$ cat config.mk
export PLATFORM = sky130hd
export DESIGN_NAME = line_burst_adapter
export DESIGN_NICKNAME = d
export VERILOG_FILES = /design/src/rtl/line_burst_adapter.sv
export SDC_FILE = /design/constraint.sdc
export NUM_CORES = 1
export LEC_CHECK = 0
export BUFFER_PORTS_ARGS = -buffer_cell sky130_fd_sc_hd__buf_4
export CAP_MARGIN = 20
export CORE_ASPECT_RATIO = 1.75
export CORE_MARGIN = 5
export CORE_UTILIZATION = 51
export CTS_CLUSTER_SIZE = 10
export DETAILED_ROUTE_END_ITERATION = 16
export HOLD_SLACK_MARGIN = 0.03
export PLACE_DENSITY = 0.81
export SETUP_SLACK_MARGIN = 0.3
export SLEW_MARGIN = 20
export SYNTH_ARGS = -nofsm -noshare
export SYNTH_HDL_FRONTEND = slang
export SYNTH_SLANG_ARGS = --single-unit
$ cat constraint.sdc
create_clock -name clk -period 1.9 [get_ports clk]
set_clock_uncertainty 0.1 [all_clocks]
set_input_delay 0.095 -clock clk [delete_from_list [all_inputs] [get_ports clk]]
set_output_delay 0.095 -clock clk [all_outputs]
set_load 0.03 [all_outputs]
$ cat src/rtl/line_burst_adapter.sv
// line_burst_adapter: splits one cache-line transaction into WORDS_PER_LINE
// ascending 32-bit word beats on the main-memory port. Fills are assembled
// into resp_rdata. Writebacks are driven from a captured copy of the line.
// Both end with a single resp_valid pulse.
module line_burst_adapter #(
  parameter int unsigned WORDS_PER_LINE = 4,
  parameter int unsigned BEAT_W         = 2
) (
  input  logic                          clk,
  input  logic                          RESET,
  input  logic                          req_valid,
  output logic                          req_ready,
  input  logic                          req_rw,
  input  logic [31:0]                   req_addr,
  input  logic [32*WORDS_PER_LINE-1:0]  req_wdata,
  output logic                          resp_valid,
  output logic [32*WORDS_PER_LINE-1:0]  resp_rdata,
  output logic                          mem_req,
  output logic                          mem_we,
  output logic [31:0]                   mem_addr,
  output logic [31:0]                   mem_wdata,
  output logic [3:0]                    mem_be,
  input  logic                          mem_gnt,
  input  logic                          mem_rvalid,
  input  logic [31:0]                   mem_rdata
);

  localparam int unsigned      LINE_W    = 32 * WORDS_PER_LINE;
  localparam int unsigned      OFF_W     = BEAT_W + 2;
  localparam logic [BEAT_W-1:0] LAST_BEAT = BEAT_W'(WORDS_PER_LINE - 1);

  typedef enum logic [2:0] {
    IDLE,
    RD_ADDR,
    RD_WAIT,
    WR,
    RESP
  } state_t;

  state_t              state;
  state_t              state_nx;
  logic [BEAT_W-1:0]   beat;
  logic [BEAT_W-1:0]   beat_nx;
  logic [31-OFF_W:0]   line_addr;
  logic [LINE_W-1:0]   line_wdata;
  logic                accept;
  logic                rd_store;

  // Byte-within-line offset bits of the request address are ignored.
  logic                unused_addr_bits;
  assign unused_addr_bits = ^req_addr[OFF_W-1:0];

  // Next-state and beat sequencing; a beat advances only on grant (writes)
  // or on read return (fills), and the last beat exits before any wrap.
  always_comb begin
    state_nx = state;
    beat_nx  = beat;
    accept   = 1'b0;
    rd_store = 1'b0;
    unique case (state)
      IDLE: begin
        if (req_valid) begin
          accept   = 1'b1;
          beat_nx  = '0;
          state_nx = req_rw ? WR : RD_ADDR;
        end
      end
      WR: begin
        if (mem_gnt) begin
          if (beat == LAST_BEAT) state_nx = RESP;
          else                   beat_nx  = beat + BEAT_W'(1);
        end
      end
      RD_ADDR: begin
        if (mem_gnt) state_nx = RD_WAIT;
      end
      RD_WAIT: begin
        if (mem_rvalid) begin
          rd_store = 1'b1;
          if (beat == LAST_BEAT) begin
            state_nx = RESP;
          end else begin
            beat_nx  = beat + BEAT_W'(1);
            state_nx = RD_ADDR;
          end
        end
      end
      RESP:    state_nx = IDLE;
      default: state_nx = IDLE;
    endcase
  end

  // State and beat registers.
  always_ff @(posedge clk) begin
    if (RESET) begin
      state <= IDLE;
      beat  <= '0;
    end else begin
      state <= state_nx;
      beat  <= beat_nx;
    end
  end

  // Capture the line address and writeback data at accept so the cache may
  // change its request lines freely afterwards.
  always_ff @(posedge clk) begin
    if (RESET) begin
      line_addr  <= '0;
      line_wdata <= '0;
    end else if (accept) begin
      line_addr  <= req_addr[31:OFF_W];
      line_wdata <= req_wdata;
    end
  end

  // Fill assembly: each returned word lands in its slot of resp_rdata.
  always_ff @(posedge clk) begin
    if (RESET) begin
      resp_rdata <= '0;
    end else if (rd_store) begin
      for (int unsigned k = 0; k < WORDS_PER_LINE; k++) begin
        if (beat == BEAT_W'(k)) resp_rdata[32*k +: 32] <= mem_rdata;
      end
    end
  end

  // Select the current beat's word from the captured writeback line.
  always_comb begin
    mem_wdata = '0;
    for (int unsigned k = 0; k < WORDS_PER_LINE; k++) begin
      if (beat == BEAT_W'(k)) mem_wdata = line_wdata[32*k +: 32];
    end
  end

  assign req_ready  = (state == IDLE);
  assign resp_valid = (state == RESP);
  assign mem_req    = (state == WR) || (state == RD_ADDR);
  assign mem_we     = (state == WR);
  assign mem_be     = {4{mem_we}};
  assign mem_addr   = {line_addr, beat, 2'b00};

endmodule

==> results by group, run 1 <==
Status
  – Status: did not finish
  – Fail Step: 5_1_grt
  – Err: [ERROR DPL-0038] Utilization greater than 100%, impossible to legalize

Timing
  – Worst endpoint after global-route timing repair: mem_wdata[18]
  – Worst EP kind: top-level output

Synth
  – Post-synth EDFFs: 0
  – Cell taking the most area after synthesis: dfxtp_1
  – Synth area leaders: dfxtp_1 49%, a21oi_1 13%, nand2_1 11%
  – Syn Area/Cell: 7.89 µm²
  – Fraction of the mapped netlist area in adder cells: 0.00423
  – Synth async-reset ratio: 0
  – Top-count cell post-synth: nand2_1
  – Cells after Synth: 1499
  – Simple-Gate Fraction of Synth Area: 0.179
  – Register area share after synthesis: 0.489
  – Synth Area in XOR/XNOR: 0
  – Syn. warnings: 0
  – #FFs+latches synth: 289
  – Area fraction in compound gates after synthesis: 0.248
  – Top cell type's share of synthesized area: 0.489
  – Mapped cell area: 0.0118 mm²
  – Main combinational cell family by area after synthesis: compound AO/OA/AOI/OAI gates
  – Mux contribution to synthesized area: 0.00275
  – Synth Flop Type: dfxtp_1
  – Most frequent cells after synthesis: 346 x nand2_1, 316 x a21oi_1, 289 x dfxtp_1
  – Synth cell types: 37

GRT
  – Pin count of the biggest net entering global routing: 69

Die
  – Die X-Extent: 125 µm
  – Ports: 398
  – Die height: 212 µm
  – # rows: 73
  – Initial core utilization: 0.518

CTS
  – CTS sink count: 289
  – CTS root buf: clkbuf_16
  – Max Root-Sink Buffers: 3
  – CTS H-tree depth: 2
  – Num CTS Buffers: 34

Placed design
  – Cells after DPL: 2082
  – Post-DP HPWL: 27.4 mm
  – RePlAce Congestion: 0.842
  – PortBufs: 391
  – Cell Area, Placed: 0.0150 mm²
cell families after synthesis:
logic type | after synthesis
DFF | 289
AOI/OAI and AO/OA | 545
and+or+nand+nor | 497
adders and majority gates | 4
muxes | 3
buffers and inverters | 160
other | 1
stage by stage:
step / setup TNS [ns] / worst slack, ns
after global placement: 0 / 0.108
after CTS: -7.15 / -0.252
after detailed placement: 0 / 0.0788
after floorplan: 0 / 0.216
timing repair:
action                     in CTS
cloned                         35
pin swaps                      83
buffers inserted               31
resized for setup             242
hold endpoints to repair      288
setup endpoints to repair     326
hold buffers                  193
==> inputs of run 2 (changes only) <==
- CORE_ASPECT_RATIO: 1.75 -> default
- CORE_UTILIZATION: 51 -> 40
- CTS_CLUSTER_SIZE: 10 -> default
- HOLD_SLACK_MARGIN: 0.03 -> default
- PLACE_DENSITY: 0.81 -> default
- PLACE_DENSITY_LB_ADDON: default -> 0.15
- SETUP_SLACK_MARGIN: 0.3 -> default
==> run 2 against run 1 <==
Effect of this change: the flow now finishes, with violations (setup timing); synthesized cell count is the same; synthesized area did not move.
==> results by group, run 2 <==
Power and ir drop
  – Peak supply drop: 0.731 mV
  – Design Power: 15.7 mW
  – Static Leak: 7.39 nW
  – Pwr/cell area: 856 mW/mm²

Timing
  – WHS: 0.231 ns
  – Slew Viols, Final: 0
  – Final setup margin: -0.310 ns
  – Worst-Margin Slew: 0.604 ns
  – Final Cycle Share: 1.16
  – Final setup fails: 32
  – RSZ-0062 raised after global routing: true
  – Hold Vio Cnt, Final: 0
  – Fmax achieved: 452 MHz
  – Final TNS setup: -8.31 ns
  – Max_slew headroom: 0.597
  – Fin crit period: 2.21 ns

Setup path
  – CP Capture Type: output port
  – WP data required: 1.70 ns
  – Crit path arrival time: 2.02 ns
  – Peak per-stage delay on the critical path: 0.40 ns
  – CP startpoint kind: flop
  – Critical path's slowest cell: dfxtp_4
  – Critical-path cell list: inv_4 > ha_4 > buf_12 > a21oi_1 > o21ai_1 > a22o_1 > buf_4
  – Worst Path Class, Setup: reg2out
  – CP Max Fanout: 37

Route
  – Antenna Nets Post-Route: 0
  – Routed WL: 44.6 mm
  – Routed len/inst: 18.3 µm
  – Via/cell ratio: 5.28
  – DR iter-0 viols: 1058
  – Pre-antenna DRT Iters: 5
  – DRC viols: 0
  – Vias post-DR: 12876

GRT
  – Remaining Overflow, GRT: 0
  – Pin count of the biggest net entering global routing: 129
  – First-pass GRT wire length: 69.0 mm
  – Antenna violations before repair: 3
  – Vias in the first global route: 12782
  – Total track usage: 0.252

Placed design
  – Cells after DPL: 2179 (was 2082)
  – Post-DP HPWL: 28.1 mm (was 27.4 mm)
  – PortBufs: 391 (unchanged)
  – Cell Area, Placed: 0.0151 mm² (was 0.0150 mm²)
  – Place WS: 0.121 ns (was 0.0788 ns)
  – RePlAce Congestion: 0.834 (was 0.842)

CTS
  – Clk slew on worst S/H paths: 0.06 ns
  – Clk Latency, worst-skew pair: 0.55 ns
  – CTS tree: yes
  – CTS H-tree depth: 1 (was 2)
  – CTS sink count: 289 (unchanged)
  – Num CTS Buffers: 31 (was 34)
  – Max Root-Sink Buffers: 3 (unchanged)
  – CTS root buf: clkbuf_16 (unchanged)

Cells and area
  – Layout Cells excl Fill: 2438
  – Most common cell after layout, fill and taps aside: buf_4
  – Layout cells sized above 1: 0.263
  – Commonest non-fill, non-tap cells in the layout: 389 x buf_4, 346 x nand2_1, 312 x a21oi_1, 286 x dfxtp_1, 193 x dlygate4sd3_1
  – Final core occ: 0.625
  – Final Instance Area: 0.0184 mm²
  – Layout net count: 2222
  – Biggest regs: line_wdata (128), resp_rdata (128), line_addr (28)
  – Fill cells: 2509
  – Area Growth Syn to Fin: 55.3%

Synth
  – Top-count cell post-synth: nand2_1 (unchanged)
  – Synth Flop Type: dfxtp_1 (unchanged)
  – #FFs+latches synth: 289 (unchanged)
  – Synth async-reset ratio: 0 (unchanged)
  – Syn. warnings: 0 (unchanged)
  – Register area share after synthesis: 0.489 (unchanged)
  – Syn Area/Cell: 7.89 µm² (unchanged)
  – Most frequent cells after synthesis: 346 x nand2_1, 316 x a21oi_1, 289 x dfxtp_1 (unchanged)
  – Synth area leaders: dfxtp_1 49%, a21oi_1 13%, nand2_1 11% (unchanged)
  – Mapped cell area: 0.0118 mm² (unchanged)
  – Top cell type's share of synthesized area: 0.489 (unchanged)
  – Cells after Synth: 1499 (unchanged)
  – Cell taking the most area after synthesis: dfxtp_1 (unchanged)
  – Post-synth EDFFs: 0 (unchanged)
  – Synth cell types: 37 (unchanged)

Status
  – Violated checks: setup timing
  – Status: finished, violations left (was did not finish)

Flow run
  – Maxcap violations: 0

Min path
  – Hold WC Path Type: in2reg

Die
  – Core area: 0.0294 mm²
  – Ports: 398 (unchanged)
  – Die height: 182 µm (was 212 µm)
  – # rows: 63 (was 73)
  – Initial core utilization: 0.402 (was 0.518)
  – Die X-Extent: 182 µm (was 125 µm)
  – Die area: 0.0331 mm²
==> run 2: cell counts after synthesis <==
No cell type changed its count.
==> run 2: final timing paths <==
path	start	to	slack, ns	cells after the start
setup / recovery	beat[0]	mem_wdata[7]	-0.31	7
setup reg to reg	state[0]	beat[0]	0.13	4
hold reg to reg	line_wdata[72]	line_wdata[72]	0.36	2
hold / removal	req_wdata[5]	line_wdata[5]	0.23	4
==> run 2: where the power goes <==
part / switching [mW] / internal, mW / leakage [nW]
clock network: 2.53 / 3.72 / 0.526
logic: 1.63 / 1.30 / 4.51
registers: 0.171 / 6.37 / 2.35
total: 4.33 / 11.4 / 7.39
==> run 2: routing by layer <==
layer / track usage / part of all wire
met1: 0.321 / 0.41
met2: 0.421 / 0.47
met3: 0.0529 / 0.075
met4: 0.0949 / 0.039
met5: 0 / 0
==> run 2: cell type report <==
type	count	area [µm²]	area share
Timing Repair Buffer	641	5740	0.313
Antenna cell	4	10.0	0.000545
Tap cell	390	488	0.0266
Clock buffer	39	856	0.0466
Inverter	6	27.5	0.00150
Sequential cell	289	5800	0.315
Clock inverter	18	203	0.0110
Multi-Input combinational cell	1051	5250	0.286
==> run 2: kinds of logic (layout without fill, tap and decap cells) <==
family,Yosys count,count (layout),share of synthesized area
buffers and inverters,160,704,0.0769
flip-flops,289,289,0.489
multiplexers,3,3,0.00275
AO/OA/AOI/OAI,545,545,0.248
other,1,6,0.000317
adder cells (fa/ha/maj),4,4,0.00423
AND/OR/NAND/NOR,497,497,0.179
==> run 2: critical path: cells and delay by family, from the launching register on <==
family          cells  cell delay [ns]
compound gates      3             0.46
fa+ha+maj           1             0.17
buf+inv             3             0.40
flops               1             0.40
==> run 2: timing repair <==
item / in CTS / in global routing
hold endpoints to repair: 288 / 0
gates resized for setup: 54 / 27
cloned: 0 / 1
pin swaps: 1 / 2
setup buffers: 4 / 0
hold buffers: 193 / 0
setup endpoints to repair: 37 / 37
Note: power is estimated with default switching activity, not from simulation.
==> inputs of run 3 (changes only) <==
--- a/config.mk
+++ b/config.mk
@@ -10,4 +10,5 @@
 export CORE_MARGIN = 5
 export CORE_UTILIZATION = 40
+export CTS_BUF_LIST = sky130_fd_sc_hd__clkbuf_2
 export DETAILED_ROUTE_END_ITERATION = 16
 export PLACE_DENSITY_LB_ADDON = 0.15
==> constraint.sdc (replaced) <==
create_clock -name clk -period 1.9 [get_ports clk]
set_clock_uncertainty 0.1 [all_clocks]
set_input_delay 0.095 -clock clk [delete_from_list [all_inputs] [get_ports clk]]
set_output_delay 0.095 -clock clk [all_outputs]
set_load 0.02 [all_outputs]
==> run 3 against run 2 <==
Effect of this change: the run still ends with setup timing left; clock-buffer cell count increased by 73; core utilization increased by 7.1 points; global-route usage increased by 3.3 points; clock power decreased by 27%; sequential share of layout area decreased by 3.2 points; via count increased by 13%; largest cell class is now non-clock buffers.
==> results by group, run 3 (synthesized netlist as in run 2, its figures left out) <==
Min path
  – Hold WC Path Type: in2reg (unchanged)

Cells and area
  – Layout Cells excl Fill: 2735 (was 2438)
  – Area Growth Syn to Fin: 73.0% (was 55.3%)
  – Biggest regs: line_wdata (128), resp_rdata (128), line_addr (28) (unchanged)
  – Layout net count: 2491 (was 2222)
  – Final Instance Area: 0.0205 mm² (was 0.0184 mm²)
  – Final core occ: 0.696 (was 0.625)
  – Layout cells sized above 1: 0.277 (was 0.263)
  – Most common cell after layout, fill and taps aside: buf_4 (unchanged)
  – Commonest non-fill, non-tap cells in the layout: 405 x buf_4, 385 x dlygate4sd3_1, 346 x nand2_1, 297 x a21oi_1, 284 x dfxtp_1 (was 389 x buf_4, 346 x nand2_1, 312 x a21oi_1, 286 x dfxtp_1, 193 x dlygate4sd3_1)

Power and ir drop
  – P_sw: 4.45 mW (was 4.33 mW)
  – Combinational Power Share: 0.228 (was 0.187)
  – Pwr/cell area: 703 mW/mm² (was 856 mW/mm²)
  – Register share of total power: 0.455 (was 0.416)
  – Clock power share: 0.317 (was 0.397)
  – Sw frac: 0.309 (was 0.275)
  – Design Power: 14.4 mW (was 15.7 mW)
  – Peak supply drop: 0.427 mV (was 0.731 mV)
  – Cell internal pwr: 9.93 mW (was 11.4 mW)
  – Static Leak: 8.45 nW (was 7.39 nW)

Timing
  – Final Cycle Share: 1.29 (was 1.16)
  – WHS: 0.0944 ns (was 0.231 ns)
  – Final setup margin: -0.556 ns (was -0.310 ns)
  – RSZ-0062 raised after global routing: true (unchanged)
  – Fin crit period: 2.46 ns (was 2.21 ns)
  – Final TNS setup: -16.80 ns (was -8.31 ns)
  – Final setup fails: 32 (unchanged)
  – Hold Vio Cnt, Final: 0 (unchanged)
  – Slew Viols, Final: 0 (unchanged)
  – Fmax achieved: 407 MHz (was 452 MHz)

Status
  – Status: finished, violations left (unchanged)
  – Violated checks: setup timing (unchanged)

CTS
  – CTS sink count: 289 (unchanged)
  – Clk slew on worst S/H paths: 0.09 ns (was 0.06 ns)
  – CTS H-tree depth: 3 (was 1)
  – Clk Latency, worst-skew pair: 0.82 ns (was 0.55 ns)
  – CTS root buf: clkbuf_2 (was clkbuf_16)
  – Max Root-Sink Buffers: 3 (unchanged)
  – CTS tree: yes (unchanged)
  – Num CTS Buffers: 76 (was 31)

Die
  – Ports: 398 (unchanged)
  – Die height: 182 µm (unchanged)
  – Die area: 0.0331 mm² (unchanged)
  – Core area: 0.0294 mm² (unchanged)
  – # rows: 63 (unchanged)
  – Die X-Extent: 182 µm (unchanged)
  – Initial core utilization: 0.402 (unchanged)

Route
  – DR iter-0 viols: 1137 (was 1058)
  – Via/cell ratio: 5.30 (was 5.28)
  – Routed WL: 51.6 mm (was 44.6 mm)
  – Vias post-DR: 14506 (was 12876)
  – Pre-antenna DRT Iters: 5 (unchanged)
  – DRC viols: 0 (unchanged)
  – Antenna Nets Post-Route: 0 (unchanged)
  – Routed len/inst: 18.9 µm (was 18.3 µm)

Placed design
  – PortBufs: 391 (unchanged)
  – Cells after DPL: 2183 (was 2179)
  – Cell Area, Placed: 0.0151 mm² (about the same)
  – Place WS: 0.0790 ns (was 0.121 ns)
  – RePlAce Congestion: 0.819 (was 0.834)
  – Post-DP HPWL: 28.3 mm (was 28.1 mm)

GRT
  – Vias in the first global route: 14423 (was 12782)
  – Total track usage: 0.285 (was 0.252)
  – First-pass GRT wire length: 76.8 mm (was 69.0 mm)
  – Antenna violations before repair: 11 (was 3)
  – Pin count of the biggest net entering global routing: 67 (was 129)
  – Remaining Overflow, GRT: 0 (unchanged)

Setup path
  – WP data required: 1.70 ns (about the same)
  – CP Max Fanout: 14 (was 37)
  – Worst Path Class, Setup: reg2out (unchanged)
  – CP startpoint kind: flop (unchanged)
  – Crit path arrival time: 2.26 ns (was 2.02 ns)
  – CP Capture Type: output port (unchanged)

Flow run
  – Maxcap violations: 0 (unchanged)
-- run 3: cell types whose count changed in the layout (fill, tap and decap cells not counted), sizes merged --
cell | previous run | this run
diode | 4 | 11
bufinv | 4 | 3
clkinv | 11 | 7
bufbuf | 0 | 1
buf | 447 | 476
clkbuf | 40 | 115
dlygate4sd3 | 193 | 385
clkinvlp | 2 | 0
-- run 3: area by class of cell --
type,instances,area [µm²]
Antenna cell,11,27.5
Clock buffer,112,561
Clock inverter,11,130
Fill cell,2250,8930
Inverter,6,42.5
Multi-Input combinational cell,1051,5340
Sequential cell,289,5800
Tap cell,390,488
Timing Repair Buffer,865,8080
-- run 3: path summary, 6_finish.rpt --
| path | to | depth (start not counted) | slack [ns] | start |
|---|---|---|---|---|
| max | mem_wdata[27] | 7 | -0.56 | beat[0] |
| max reg2reg | line_wdata[23] | 7 | 0.02 | state[2] |
| min reg2reg | line_wdata[29] | 2 | 0.36 | line_wdata[29] |
| min | resp_rdata[88] | 4 | 0.09 | mem_rdata[24] |
-- run 3: power groups by stage --
| stage | clock (mW) | sequential (mW) | combinational [mW] |
|---|---|---|---|
| after floorplan | 0 | 6.72 | 1.28 |
| after global placement | 0 | 6.66 | 2.29 |
| after detailed placement | 0 | 6.66 | 2.31 |
| after CTS | 4.65 | 6.53 | 3.04 |
| after global routing | 4.99 | 6.58 | 3.49 |
| final | 4.56 | 6.55 | 3.27 |
-- run 3: repair_timing --
item / 4_1_cts / 5_1_grt
endpoints found under the hold margin: 289 / 2
pin swaps: 7 / 4
setup buffers: 19 / 8
cloned: 3 / 4
gates resized for setup: 92 / 50
endpoints found under the setup margin: 40 / 91
hold buffers: 383 / 2
-- run 3: critical path, stage by stage, from the launching register on --
cell and delay (ns):
dfxtp_4 0.38, inv_6 0.08, ha_4 0.18, inv_6 0.08, buf_12 0.15, o21a_1 0.17, a22o_1 0.24, buf_6 0.15
-- run 3: metal layers --
metal | vias to the layer above | routed length, µm | global-route usage
li1 | 6750 | - | -
met1 | 6846 | 19800 | 0.332
met2 | 750 | 25100 | 0.496
met5 | - | 14 | 0
met4 | 2 | 2130 | 0.122
met3 | 158 | 4570 | 0.0713
